[src/rtl/alu_result_buffer_if.sv]
// Issue-side and writeback-side handshake bundle for alu_result_buffer.
// The slave modport is the buffer; the master modport is the ALU/writeback environment.
interface alu_result_buffer_if #(
    parameter int DATA_WIDTH = 16,
    parameter int FUNC_WIDTH = 4,
    parameter int REG_WIDTH  = 4
);
    logic                  _valid;
    logic                  ready;
    logic [DATA_WIDTH-1:0] _result;
    logic                  _overflow;
    logic                  _compareBit;
    logic [FUNC_WIDTH-1:0] _funcCode;
    logic [REG_WIDTH-1:0]  _destReg;
    logic                  _writeEnable;
    logic                  _wbReady;
    logic                  wbValid;
    logic [DATA_WIDTH-1:0] wbResult;
    logic [REG_WIDTH-1:0]  wbDest;
    logic                  wbWriteEnable;

    modport master (
        output _valid, _result, _overflow, _compareBit, _funcCode, _destReg, _writeEnable,
        output _wbReady,
        input  ready, wbValid, wbResult, wbDest, wbWriteEnable
    );

    modport slave (
        input  _valid, _result, _overflow, _compareBit, _funcCode, _destReg, _writeEnable,
        input  _wbReady,
        output ready, wbValid, wbResult, wbDest, wbWriteEnable
    );
endinterface

[src/rtl/alu_result_buffer.sv]
// Execute-stage result buffer: 2-entry in-order skid FIFO toward writeback, plus
// issue-ordered status flags (last compare bit, sticky overflow, saturating overflow count).
module alu_result_buffer #(
    parameter int DATA_WIDTH      = 16,
    parameter int FUNC_WIDTH      = 4,
    parameter int REG_WIDTH       = 4,
    parameter int OVF_COUNT_WIDTH = 8
) (
    input  logic                       _clock,
    input  logic                       _reset,
    alu_result_buffer_if.slave         bus,
    input  logic                       _flush,
    input  logic                       _clearFlags,
    output logic                       compareFlag,
    output logic                       overflowFlag,
    output logic [OVF_COUNT_WIDTH-1:0] overflowCount
);
    // Compare-class function codes occupy the contiguous range FUNC_NOT..FUNC_GRT.
    localparam logic [FUNC_WIDTH-1:0] FUNC_NOT = FUNC_WIDTH'(8);
    localparam logic [FUNC_WIDTH-1:0] FUNC_GRT = FUNC_WIDTH'(11);
    localparam logic [OVF_COUNT_WIDTH-1:0] OVF_MAX = '1;

    logic [DATA_WIDTH-1:0] resultMem [2];
    logic [REG_WIDTH-1:0]  destMem   [2];
    logic                  weMem     [2];

    logic [1:0] count, countNext;
    logic       rdPtr, rdPtrNext;
    logic       wrPtr, wrPtrNext;
    logic       compareNext, overflowNext;
    logic [OVF_COUNT_WIDTH-1:0] ovfCountNext;

    logic headValid, push, pop, isCompare, ovfPush;

    assign bus.ready = !_reset && (count < 2'd2);
    assign headValid = (count != 2'd0);
    assign push      = bus._valid && bus.ready && !_flush;
    assign pop       = headValid && bus._wbReady && !_flush;
    assign isCompare = (bus._funcCode >= FUNC_NOT) && (bus._funcCode <= FUNC_GRT);
    assign ovfPush   = push && bus._overflow;

    assign bus.wbValid       = headValid;
    assign bus.wbResult      = headValid ? resultMem[rdPtr] : '0;
    assign bus.wbDest        = headValid ? destMem[rdPtr]   : '0;
    assign bus.wbWriteEnable = headValid ? weMem[rdPtr]     : 1'b0;

    always_comb begin
        countNext    = count;
        rdPtrNext    = rdPtr;
        wrPtrNext    = wrPtr;
        compareNext  = compareFlag;
        overflowNext = overflowFlag;
        ovfCountNext = overflowCount;

        if (_flush) begin
            countNext = 2'd0;
            rdPtrNext = 1'b0;
            wrPtrNext = 1'b0;
        end else begin
            if (push) wrPtrNext = ~wrPtr;
            if (pop)  rdPtrNext = ~rdPtr;
            unique case ({push, pop})
                2'b10:   countNext = count + 2'd1;
                2'b01:   countNext = count - 2'd1;
                default: countNext = count;
            endcase
        end

        if (push && isCompare) compareNext = bus._compareBit;

        // Set beats clear; a clear with an overflowing push leaves one event counted.
        if (_clearFlags) begin
            overflowNext = 1'b0;
            ovfCountNext = '0;
        end
        if (ovfPush) begin
            overflowNext = 1'b1;
            if (_clearFlags) begin
                ovfCountNext = OVF_COUNT_WIDTH'(1);
            end else if (overflowCount != OVF_MAX) begin
                ovfCountNext = overflowCount + OVF_COUNT_WIDTH'(1);
            end
        end
    end

    always_ff @(posedge _clock) begin
        if (_reset) begin
            count         <= 2'd0;
            rdPtr         <= 1'b0;
            wrPtr         <= 1'b0;
            compareFlag   <= 1'b0;
            overflowFlag  <= 1'b0;
            overflowCount <= '0;
        end else begin
            count         <= countNext;
            rdPtr         <= rdPtrNext;
            wrPtr         <= wrPtrNext;
            compareFlag   <= compareNext;
            overflowFlag  <= overflowNext;
            overflowCount <= ovfCountNext;
        end
    end

    // Payload storage needs no reset: head outputs are gated by headValid.
    always_ff @(posedge _clock) begin
        if (push) begin
            resultMem[wrPtr] <= bus._result;
            destMem[wrPtr]   <= bus._destReg;
            weMem[wrPtr]     <= bus._writeEnable;
        end
    end
endmodule

[src/flat_wrapper.sv]
// flat-port wrapper written by rule: the top's interface ports become plain ports
module alu_result_buffer_flat 
#(
    parameter int DATA_WIDTH      = 16,
    parameter int FUNC_WIDTH      = 4,
    parameter int REG_WIDTH       = 4,
    parameter int OVF_COUNT_WIDTH = 8
)
  (_clock, _reset, _flush, _clearFlags, compareFlag, overflowFlag, overflowCount, bus__valid, bus__result, bus__overflow, bus__compareBit, bus__funcCode, bus__destReg, bus__writeEnable, bus__wbReady, bus_ready, bus_wbValid, bus_wbResult, bus_wbDest, bus_wbWriteEnable);
  alu_result_buffer_if #(.DATA_WIDTH(DATA_WIDTH), .FUNC_WIDTH(FUNC_WIDTH), .REG_WIDTH(REG_WIDTH)) bus_i ();
  input  logic _clock;
  input  logic _reset;
  input  logic _flush;
  input  logic _clearFlags;
  output logic compareFlag;
  output logic overflowFlag;
  output logic [OVF_COUNT_WIDTH-1:0] overflowCount;
  input wire logic [$bits(bus_i._valid)-1:0] bus__valid;
  input wire logic [$bits(bus_i._result)-1:0] bus__result;
  input wire logic [$bits(bus_i._overflow)-1:0] bus__overflow;
  input wire logic [$bits(bus_i._compareBit)-1:0] bus__compareBit;
  input wire logic [$bits(bus_i._funcCode)-1:0] bus__funcCode;
  input wire logic [$bits(bus_i._destReg)-1:0] bus__destReg;
  input wire logic [$bits(bus_i._writeEnable)-1:0] bus__writeEnable;
  input wire logic [$bits(bus_i._wbReady)-1:0] bus__wbReady;
  output wire logic [$bits(bus_i.ready)-1:0] bus_ready;
  output wire logic [$bits(bus_i.wbValid)-1:0] bus_wbValid;
  output wire logic [$bits(bus_i.wbResult)-1:0] bus_wbResult;
  output wire logic [$bits(bus_i.wbDest)-1:0] bus_wbDest;
  output wire logic [$bits(bus_i.wbWriteEnable)-1:0] bus_wbWriteEnable;
  assign bus_i._valid = bus__valid;
  assign bus_i._result = bus__result;
  assign bus_i._overflow = bus__overflow;
  assign bus_i._compareBit = bus__compareBit;
  assign bus_i._funcCode = bus__funcCode;
  assign bus_i._destReg = bus__destReg;
  assign bus_i._writeEnable = bus__writeEnable;
  assign bus_i._wbReady = bus__wbReady;
  assign bus_ready = bus_i.ready;
  assign bus_wbValid = bus_i.wbValid;
  assign bus_wbResult = bus_i.wbResult;
  assign bus_wbDest = bus_i.wbDest;
  assign bus_wbWriteEnable = bus_i.wbWriteEnable;
  alu_result_buffer #(.DATA_WIDTH(DATA_WIDTH), .FUNC_WIDTH(FUNC_WIDTH), .REG_WIDTH(REG_WIDTH), .OVF_COUNT_WIDTH(OVF_COUNT_WIDTH)) u_core (._clock(_clock), ._reset(_reset), .bus(bus_i), ._flush(_flush), ._clearFlags(_clearFlags), .compareFlag(compareFlag), .overflowFlag(overflowFlag), .overflowCount(overflowCount));
endmodule
[config.mk]
export PLATFORM = sky130hd
export DESIGN_NAME = alu_result_buffer_flat
export DESIGN_NICKNAME = d
export VERILOG_FILES = /design/src/rtl/alu_result_buffer_if.sv /design/src/rtl/alu_result_buffer.sv /design/src/flat_wrapper.sv
export SDC_FILE = /design/constraint.sdc
export NUM_CORES = 1
export LEC_CHECK = 0
export ABC_AREA = 1
export CORE_AREA = 2 2 76 78
export DETAILED_ROUTE_END_ITERATION = 12
export DIE_AREA = 0 0 78 80
export PLACE_DENSITY = 0.74
export REMOVE_ABC_BUFFERS = 1
export SYNTH_ARGS = -nofsm -noshare
export SYNTH_HDL_FRONTEND = slang
export SYNTH_SLANG_ARGS = --single-unit
[constraint.sdc]
create_clock -name _clock -period 3.4 [get_ports _clock]
set_input_delay 0.68 -clock _clock [delete_from_list [all_inputs] [get_ports _clock]]
set_output_delay 0.68 -clock _clock [all_outputs]
set_load 0.1 [all_outputs]
==> reports/metrics.csv <==
stage,metric,value,unit
grt,GRT Max-Usage Layer,met2,
power,worst IR drop on VDD,0.2116,mV
sta,Hold Fails Final Rpt,0,
synthesis,synthesized area,2351,um^2
clock_tree,H-tree lvl count,3,
worst_setup_path,Top delay family on crit path,buffers and inverters,
power,Leak,1.232,nW
grt,first-pass GRT wire length,7431,um
sta,RSZ-0062 raised after global routing,false,
worst_setup_path,RR Endpoint,u_core.count[1]$_SDFFE_PP0P_,
hold_path,hold depth,2,
grt,initial antenna violation count,0,
grt,met1 Resource Use GR,17.69,%
synthesis,Syn Inst Count,228,
sta,Max Clk Rate,0.3761,GHz
sta,worst rel slew slack,34.59,%
floorplanning,Core ar.,5405,um^2
clock_tree,CTS Buffer Depth,2,
hold_path,Hold EP,u_core.compareFlag$_SDFFE_PP0P_,
floorplanning,Die W,78,um
routing,Via density,4.696,
worst_setup_path,Critical Path Source Type,flop,
placement,DP HPWL,2998,um
power,Pwr Total,1.376,mW
grt,gr usage total,15.54,%
floorplanning,Starting Density,43.50,%
synthesis,Seq cells post-synth,57,
synthesis,Post-synth top flop,edfxtp_1,
sta,skew final,0.005072,ns
worst_setup_path,flop-to-flop setup slack,1.18,ns
sta,"Slew Viols, Final",0,
worst_setup_path,Crit path largest cell delay,0.53,ns
worst_setup_path,Buf/Inv on CP,3,
power,pwr/cell area,437.6,nW/um^2
sta,Final min period,2.659,ns
clock_tree,CTS tree,built,
worst_setup_path,Slowest cell on crit path,inv_1,
clock_tree,"Reg clk slew, reported paths",0.06,ns
routing,drt total wl,4559,um
worst_setup_path,crit-path max FO,22,
synthesis,Post-synth ARST share,0,%
worst_setup_path,"most used cell, CP",buf_4,
sta,final worst-path cycle share,78.21,%
worst_setup_path,WS Path Type,flop to primary output,
placement,GPL Wtd Cong,0.7387,
routing,via count,1761,
sta,actual slew at the worst max-slew pin,0.9781,ns
floorplanning,top-level I/O count,66,
routing,DRC,0,
clock_tree,Clock Tree Root,clkbuf_8,
cells_and_area,share of cells above drive strength 1,19.14,%
grt,GRT Residual Overflow,0,
routing,Routed Antenna Nets,0,
placement,IO Port Bufs,63,
clock_tree,setup bufs post-CTS,0,
floorplanning,row count,27,
clock_tree,hold buffer count at cts,0,
hold_path,Hold WC Path Type,flop to flop,
grt,vias in the first global route,1692,
floorplanning,Die Area,6240,um^2
routing,Initial DRC Count,85,
worst_setup_path,Critical Path RT,2.72,ns
clock_tree,CTS buffer count,9,
cells_and_area,# diodes,0,
worst_setup_path,FF-to-FF path depth,8,
sta,setup ws final,0.7408,ns
job,max cap viols,0,
grt,GR Util met3,3.959,%
clock_tree,CTS resizes,0,
clock_tree,CTS sink cnt,57,
worst_setup_path,Worst R2R Start,u_core.count[1]$_SDFFE_PP0P_,
clock_tree,clock latency on the worst-skew pair,0.32,ns
sta,final setup fails,0,
floorplanning,Die Height,80,um
cells_and_area,nets,333,
worst_setup_path,element type at the critical path end,primary output,
grt,largest net degree at the start of global routing,23,
worst_setup_path,cells along the critical path,buf_4 > inv_1 > nand2_1 > a21oi_1 > buf_4,
hold_path,hold path start,u_core.compareFlag$_SDFFE_PP0P_,
synthesis,Post-synth EDFFs,42,
grt,M2 GR Usage,27.33,%
synthesis,synth warn,0,
routing,post-DR wirelength/cell,12.16,um
worst_setup_path,crit path DAT,1.98,ns
sta,final setup TNS,0,ns
placement,post-placement setup slack,1.052,ns
synthesis,Syn Area/Cell,10.31,um^2
routing,drt first pass iters,4,
run_status,run status,"finished, final reports clean",
synthesis,"Distinct cells, synth",22,
cells_and_area,Layout Area Growth over Synthesis,33.74,%
synthesis,"Seq/Total Area, Yosys",66.42,%
worst max path at each step:
stage / start / to / slack (ns) / cells past startpoint
finish: flop / bus_wbResult[15] / 0.74 / 5
global route: flop / bus_wbDest[0] / 0.56 / 5
CTS: flop / bus_wbResult[8] / 0.70 / 5
detailed placement: flop / bus_wbResult[8] / 1.05 / 5
global placement: flop / bus_wbResult[8] / 1.07 / 5
floorplan: flop / bus_wbDest[0] / 0.32 / 3
routing by layer:
layer	wire length, um	vias to the layer above
met1	1990	796
met5	0	-
met2	2200	54
met3	299	8
met4	69	0
li1	-	903
layout make-up:
type | count | area (um^2)
fillers | 469 | 2261
clock buffers | 11 | 131.4
clock inverters | 5 | 22.52
flip-flops and latches | 57 | 1562
inverters | 21 | 78.83
multi-input cells | 143 | 684.4
well taps | 72 | 90.09
repair buffers | 66 | 575.6
report_power, final:
group	internal (mW)	switching [mW]	leakage, nW
registers	0.758	0.00363	0.503
clock network	0.255	0.232	0.0819
logic	0.0470	0.0806	0.648
total	1.06	0.316	1.23
sequential cells by signal, summed over array words and instances (netlist names), named ones only:
signal                cells
u_core.overflowCount      8
u_core.rdPtr              1
u_core.destMem            8
u_core.weMem              2
u_core.overflowFlag       1
u_core.resultMem         32
u_core.count              2
u_core.wrPtr              1
u_core.compareFlag        1
kinds of logic (layout without fill, tap and decap cells):
kind of cell | count (synthesis) | in the layout | synth area share, %
xor+xnor | 1 | 1 | 0.3726
simple gates | 107 | 107 | 20.22
flops | 57 | 57 | 66.42
compound gates | 33 | 33 | 7.131
fa+ha+maj | 2 | 2 | 1.064
buf+inv | 28 | 103 | 4.790
synth_stat cells (3+ instances only):
cell	instances	area [um^2]
nand2_1	65	244.0
edfxtp_1	42	1261
a21oi_1	29	145.1
inv_1	21	78.83
nor2_1	19	71.32
dfxtp_1	15	300.3
nand3_1	6	30.03
clkbuf_1	5	18.77
nor3_1	4	20.02
nand4_1	3	18.77
o21ai_0	3	15.01
worst min-delay path, cell delays in order (launching register included):
cell and delay [ns]:
dfxtp_1 0.31, inv_1 0.05, a21oi_1 0.05
cell usage in the layout, fill, tap and decap left out, drive strengths merged:
| cell | Yosys | layout |
|---|---|---|
| a21oi | 29 | 29 |
| and3 | 1 | 1 |
| buf | 2 | 34 |
| clkbuf | 5 | 11 |
| clkdlybuf4s50 | 0 | 32 |
| clkinv | 0 | 5 |
| dfxtp | 15 | 15 |
| edfxtp | 42 | 42 |
| ha | 2 | 2 |
| inv | 21 | 21 |
| nand2 | 67 | 67 |
| nand3 | 9 | 9 |
| nand4 | 3 | 3 |
| nor2 | 23 | 23 |
| nor3 | 4 | 4 |
| o21ai | 3 | 3 |
| o21bai | 1 | 1 |
| xor2 | 1 | 1 |
per-stage QoR:
stage	instances	utilization (%)	hold slack, ns	instance area [um^2]
after CTS	375	58.17	0.4509	3144
final	375	58.17	0.4473	3144
after global placement	359	55.32	0.4295	2990
after floorplan	221	-	0.4474	2317
after detailed placement	359	55.32	0.4426	2990
after global routing	375	58.17	0.4729	3144
(Power assumes the default switching activity.)
